File: config.mk
export PLATFORM = sky130hd
export DESIGN_NAME = dp_axil_reg_slv
export DESIGN_NICKNAME = d
export VERILOG_FILES = /design/src/rtl/dp_axil_reg_slv.sv
export SDC_FILE = /design/constraint.sdc
export NUM_CORES = 1
export LEC_CHECK = 0
export ABC_CLOCK_PERIOD_IN_PS = 18900
export BUFFER_PORTS_ARGS = -buffer_cell sky130_fd_sc_hd__buf_2
export CAP_MARGIN = 20
export CORE_AREA = 2 2 248 250
export DETAILED_ROUTE_END_ITERATION = 7
export DIE_AREA = 0 0 250 252
export PLACE_DENSITY = 0.72
export RECOVER_POWER = 50
export SYNTH_ARGS = -nofsm -noshare
export SYNTH_HDL_FRONTEND = slang
export SYNTH_SLANG_ARGS = --single-unit
File: constraint.sdc
create_clock -name clk -period 18.9 [get_ports clk]
set_clock_uncertainty 0.2 [all_clocks]
set_input_delay 0 -clock clk [delete_from_list [all_inputs] [get_ports clk]]
set_output_delay 0 -clock clk [all_outputs]
set_load 0.005 [all_outputs]
File: src/rtl/dp_axil_reg_slv.sv
// AXI4-Lite register slave: NUM_REGS x 32-bit R/W bank, exported flat with per-register write pulses.
// Latency: bvalid 1 cycle after the later of the AW/W handshakes; rvalid 1 cycle after the AR handshake.
// Backpressure: one write and one read in flight; bready/rready low stalls that channel indefinitely.
module dp_axil_reg_slv #(
    parameter int          ADDR_WIDTH = 12,
    parameter int          NUM_REGS   = 16,
    parameter logic [31:0] RESET_VAL  = 32'h0
) (
    input  logic                     clk,
    input  logic                     reset,
    input  logic                     awvalid,
    output logic                     awready,
    input  logic [ADDR_WIDTH-1:0]    awaddr,
    input  logic                     wvalid,
    output logic                     wready,
    input  logic [31:0]              wdata,
    input  logic [3:0]               wstrb,
    output logic                     bvalid,
    input  logic                     bready,
    output logic [1:0]               bresp,
    input  logic                     arvalid,
    output logic                     arready,
    input  logic [ADDR_WIDTH-1:0]    araddr,
    output logic                     rvalid,
    input  logic                     rready,
    output logic [31:0]              rdata,
    output logic [1:0]               rresp,
    output logic [32*NUM_REGS-1:0]   regs_o,
    output logic [NUM_REGS-1:0]      reg_wr_o
);
    localparam int IDX_W = ADDR_WIDTH - 2;
    localparam int RI_W  = (NUM_REGS > 1) ? $clog2(NUM_REGS) : 1;

    localparam logic [1:0] RESP_OKAY   = 2'b00;
    localparam logic [1:0] RESP_SLVERR = 2'b10;

    localparam logic [1:0] W_IDLE    = 2'd0;
    localparam logic [1:0] W_HAVE_AW = 2'd1;
    localparam logic [1:0] W_HAVE_W  = 2'd2;
    localparam logic [1:0] W_RESP    = 2'd3;
    localparam logic       R_IDLE    = 1'b0;
    localparam logic       R_DATA    = 1'b1;

    logic [31:0]           regs [NUM_REGS];
    logic [1:0]            w_state, w_nxt;
    logic                  r_state, r_nxt;
    logic [ADDR_WIDTH-1:0] aw_addr_q;
    logic [31:0]           wdata_q;
    logic [3:0]            wstrb_q;
    logic                  aw_hs, w_hs, ar_hs, b_hs, r_hs, do_wr;
    logic [ADDR_WIDTH-1:0] wr_addr;
    logic [31:0]           wr_data;
    logic [3:0]            wr_strb;
    logic [IDX_W-1:0]      wr_idx, rd_idx;
    logic [RI_W-1:0]       wr_ri, rd_ri;
    logic                  wr_ok, rd_ok;

    assign aw_hs = awvalid && awready;
    assign w_hs  = wvalid && wready;
    assign ar_hs = arvalid && arready;
    assign b_hs  = bvalid && bready;
    assign r_hs  = rvalid && rready;

    // The commit cycle may take either half live from the bus or from the holding registers.
    assign wr_addr = aw_hs ? awaddr : aw_addr_q;
    assign wr_data = w_hs ? wdata : wdata_q;
    assign wr_strb = w_hs ? wstrb : wstrb_q;

    // Out-of-range indices never alias: the full index is compared, only then truncated.
    assign wr_idx = wr_addr[ADDR_WIDTH-1:2];
    assign rd_idx = araddr[ADDR_WIDTH-1:2];
    assign wr_ok  = (32'(wr_idx) < NUM_REGS);
    assign rd_ok  = (32'(rd_idx) < NUM_REGS);
    assign wr_ri  = wr_idx[RI_W-1:0];
    assign rd_ri  = rd_idx[RI_W-1:0];

    // Write FSM next state; do_wr marks the cycle that enters W_RESP.
    always_comb begin
        w_nxt = w_state;
        do_wr = 1'b0;
        case (w_state)
            W_IDLE: begin
                if (aw_hs && w_hs) begin
                    w_nxt = W_RESP;
                    do_wr = 1'b1;
                end else if (aw_hs) begin
                    w_nxt = W_HAVE_AW;
                end else if (w_hs) begin
                    w_nxt = W_HAVE_W;
                end
            end
            W_HAVE_AW: if (w_hs) begin
                w_nxt = W_RESP;
                do_wr = 1'b1;
            end
            W_HAVE_W: if (aw_hs) begin
                w_nxt = W_RESP;
                do_wr = 1'b1;
            end
            W_RESP: if (b_hs) w_nxt = W_IDLE;
            default: w_nxt = W_IDLE;
        endcase
    end

    // Write FSM state, holding registers and registered handshake outputs (readies low in reset).
    always_ff @(posedge clk or posedge reset) begin
        if (reset) begin
            w_state   <= W_IDLE;
            aw_addr_q <= '0;
            wdata_q   <= '0;
            wstrb_q   <= '0;
            awready   <= 1'b0;
            wready    <= 1'b0;
            bvalid    <= 1'b0;
            bresp     <= RESP_OKAY;
        end else begin
            w_state <= w_nxt;
            if (aw_hs) aw_addr_q <= awaddr;
            if (w_hs) begin
                wdata_q <= wdata;
                wstrb_q <= wstrb;
            end
            awready <= (w_nxt == W_IDLE) || (w_nxt == W_HAVE_W);
            wready  <= (w_nxt == W_IDLE) || (w_nxt == W_HAVE_AW);
            bvalid  <= (w_nxt == W_RESP);
            if (do_wr) bresp <= wr_ok ? RESP_OKAY : RESP_SLVERR;
        end
    end

    // Register bank: byte-lane update in the commit cycle.
    always_ff @(posedge clk or posedge reset) begin
        if (reset) begin
            for (int i = 0; i < NUM_REGS; i++) regs[i] <= RESET_VAL;
        end else if (do_wr && wr_ok) begin
            for (int k = 0; k < 4; k++) begin
                if (wr_strb[k]) regs[wr_ri][8*k +: 8] <= wr_data[8*k +: 8];
            end
        end
    end

    // Write pulse aligned with the updated register value; fires even when wstrb is zero.
    always_ff @(posedge clk or posedge reset) begin
        if (reset) begin
            reg_wr_o <= '0;
        end else begin
            reg_wr_o <= '0;
            if (do_wr && wr_ok) reg_wr_o[wr_ri] <= 1'b1;
        end
    end

    // Read FSM next state.
    always_comb begin
        r_nxt = r_state;
        case (r_state)
            R_IDLE:  if (ar_hs) r_nxt = R_DATA;
            R_DATA:  if (r_hs) r_nxt = R_IDLE;
            default: r_nxt = R_IDLE;
        endcase
    end

    // Read path: captures the pre-write register value if a write commits on the same edge.
    always_ff @(posedge clk or posedge reset) begin
        if (reset) begin
            r_state <= R_IDLE;
            arready <= 1'b0;
            rvalid  <= 1'b0;
            rdata   <= '0;
            rresp   <= RESP_OKAY;
        end else begin
            r_state <= r_nxt;
            arready <= (r_nxt == R_IDLE);
            rvalid  <= (r_nxt == R_DATA);
            if (ar_hs) begin
                rdata <= rd_ok ? regs[rd_ri] : 32'h0;
                rresp <= rd_ok ? RESP_OKAY : RESP_SLVERR;
            end
        end
    end

    genvar g;
    generate
        for (g = 0; g < NUM_REGS; g++) begin : g_flat
            assign regs_o[32*g +: 32] = regs[g];
        end
    endgenerate

endmodule

==> run_results.csv <==
group,metric,value,unit
logic_synthesis,syn_inst,1732,
worst_hold_path,worstHoldPathType,"in -> reg",
timing,period_share,29.3,%
drt,wire_per_inst,28.4,um
placement,dp_cells,3055,
critical_path,cp_slowest_cell,"nand2_1",
critical_path,slowest_delay,2.13,ns
logic_synthesis,ys_seq_elements,615,
critical_path,crit_arrival,5.81,ns
cts,clock-sinks,615,
logic_synthesis,synth_seq_area_share,56.8,%
timing,setup_violations,0,
drt,drt_wl_total,92100,um
floorplan,ios,636,
logic_synthesis,yosys_warnings,0,
critical_path,crit_cells,5,
global_route,grt_use_total,28.8,%
cells_and_area,syn_to_final_growth,23.0,%
cells_and_area,fin_nets,2477,
logic_synthesis,synth_top_area_cell,"dfrtp_1",
cts,clock_path_buffers,3,
placement,dp.final_hpwl,61800,um
drt,via_per_inst,5.87,
cts,clkLatencyLatePin,0.59,ns
timing,relSlewSlack,-178,%
global_route,grt_max_degree,180,
critical_path,cp.required,19.18,ns
outcome,status,"complete, but fails checks",
cts,cts_setup_buffers,0,
critical_path,crit_type,"reg -> reg",
critical_path,cp_max_fo,36,
drt,drc,0,
timing,slew_viol_final,161,
timing,hold_violations,0,
logic_synthesis,synthFlopType,"dfrtp_1",
pwr,p_per_area,114,mW/mm2
cells_and_area,fillCellCount,5084,
cts,ctsResizeCount,0,
drt,ant_nets,0,
timing,worst_slew_pin_slew,4.15,ns
placement,place.gp.congestion,0.860,
timing,rsz0062_at_grt,"false",
timing,fin_crit,5.54,ns
timing,tns,0,ns
critical_path,cp-start-kind,"flip-flop",
pwr,peakVddDrop,0.0681,mV
timing,setup_ws,13.36,ns
floorplan,start_util,45.0,%
critical_path,critPathTopFamily,"simple AND/OR/NAND/NOR gates",
floorplan,row_count,90,
timing,holdWs,0.0923,ns
global_route,grt_pass1_wl,133000,um
outcome,failed_checks,"capacitance limit, slew limit",
critical_path,cp-end-kind,"flip-flop",
floorplan,die_y,252,um
global_route,grt-ovfl-total,0,
placement,port_buffers,629,
floorplan,coreArea,0.0601,mm2
critical_path,r2r_cells,5,
critical_path,worst-path-buf-inv,0,
cts,clk_pin_slew,0.06,ns
floorplan,dieArea,0.0630,mm2
floorplan,die_w,250,um
drt,drtIter0Drc,1448,
logic_synthesis,syn_avg_cell_area,15.6,um2
critical_path,crit_chain,"nand2_1 -> mux2i_1 -> or3_1 -> or3_1 -> mux2_2",
global_route,antenna_found_initial,8,
logic_synthesis,synth_area_leaders,"dfrtp_1, mux2_2, mux4_2, mux2i_1, nand2_1",
placement,pre_cts_slack,14.74,ns
logic_synthesis,synthDistinctLibCells,50,
global_route,grt_pass1_vias,19400,
drt,vias,19000,
cells_and_area,final_layout_size_suffix_gt1_share,39.3,%
logic_synthesis,synth_edf_count,0,
drt,dr.pass1.iters,5,
cts,cts_tree,"done",
logic_synthesis,synth_area,0.0271,mm2
cts,cts_made_buffers,66,
cts,cts_root_buf,"clkbuf_16",
logic_synthesis,synth_top_area_share,56.8,%
logic_synthesis,async_reset_ff_share,100,%
pwr,p_leak,16.1,nW
critical_path,cp_common_cell,"or3_1",
worst_hold_path,whs_path_depth,4,
cts,htreeDepth,3,
cells_and_area,layout.cells.non_filler,3242,
run,max_cap_violations,3,
timing,fmax,0.181,GHz
==> routing by layer <==
metal | up-vias | global-route usage, % | wire (um)
met3 | 216 | 7.21 | 7330
met5 | - | 0 | 54
met1 | 10100 | 37.3 | 36300
met2 | 879 | 46.8 | 44900
met4 | 8 | 11.8 | 3590
li1 | 7854 | - | -
==> through the flow <==
step	area [um2]	total power (W)	utilization, %
CTS	33900	0.00386	56.3
global placement	31000	0.00248	51.6
finish	33300	0.00381	55.4
global route	33300	0.00398	55.4
detailed placement	31000	0.00252	51.6
floorplan	27100	0.00216	-
==> path summary, 6_finish.rpt <==
kind / startpoint / endpoint / slack, ns
max: wready / regs_o[4] / 13.36
max reg2reg: wready / regs_o[4] / 13.36
min reg2reg: rdata[23] / rdata[23] / 0.30
max in group asynchronous: reset / regs_o[446] / 14.09
min: awaddr[3] / aw_addr_q[3] / 0.09
min in group asynchronous: reset / regs_o[322] / 1.57
==> flip-flops by register name (all words and copies together) (netlist names), 2 cells and up <==
name	flops
regs_o	512
rdata	32
wdata_q	32
reg_wr_o	16
aw_addr_q	10
wstrb_q	4
w_state	2
==> area by class of cell <==
type	count	area (um2)	area share, %
Clock inverter	16	226	0.680
Inverter	14	53.8	0.162
Sequential cell	615	15400	46.2
Clock buffer	97	1960	5.88
Multi-Input combinational cell	998	11200	33.7
Antenna cell	5	12.5	0.0376
Timing Repair Buffer	715	3460	10.4
Tap cell	782	978	2.94
==> report_power, final <==
part | switching [W] | internal (W)
Sequential | 0.000136 | 0.00151
Combinational | 0.000527 | 0.000322
Clock | 0.000535 | 0.000786
==> what timing repair did <==
action | CTS | global route
endpoints found under the setup margin | 0 | 0
hold buffers | 69 | 0
hold endpoints to repair | 703 | 0
==> cell usage in the layout (no fill, tap or decap), drive strengths merged, types with 9 or more instances in the layout <==
cell	instances
or3	14
mux4	128
buf	208
mux2i	36
a22oi	32
o211ai	32
dfrtp	615
dlygate4sd3	69
nand3	9
clkbuf	535
mux2	545
nand2	80
nor3	18
nor2	36
inv	17
==> cell usage after synthesis, types with 2 or more instances <==
cell and count:
dfrtp_1 615, a31oi_1 7, nand2_1 80, inv_1 14
o21ai_0 4, or4_1 4, nand3b_1 4, mux2i_1 36
clkbuf_1 78, a22oi_1 32, nand3_1 9, or2_2 4
nor3_1 9, buf_4 5, buf_2 8, o211ai_1 32
nor2_1 34, a21oi_1 4, nor3_2 2, and4_1 2
and2_1 2, nor3_4 7, buf_1 14, nor2_2 2
and4b_1 4, nor4_4 4, or3_1 14, nand2b_1 2
a211oi_1 4, mux2_1 8, mux2_4 16, mux2_2 521
nand4_1 7, mux4_2 128
==> worst register-to-register path, cell delays in order, from the launching register on <==
cell and delay, ns:
dfrtp_1 0.41, nand2_1 2.13, mux2i_1 0.99, or3_1 0.60, or3_1 0.71, mux2_2 0.40
==> kinds of logic after synthesis <==
kind of cell	count (synthesis)	synth area share, %
AO/OA/AOI/OAI	88	2.35
AND/OR/NAND/NOR	199	4.17
multiplexers	709	34.9
buffers and inverters	120	1.80
other	1	0.0138
flip-flops	615	56.8
Note: power is estimated with default switching activity, not from simulation.
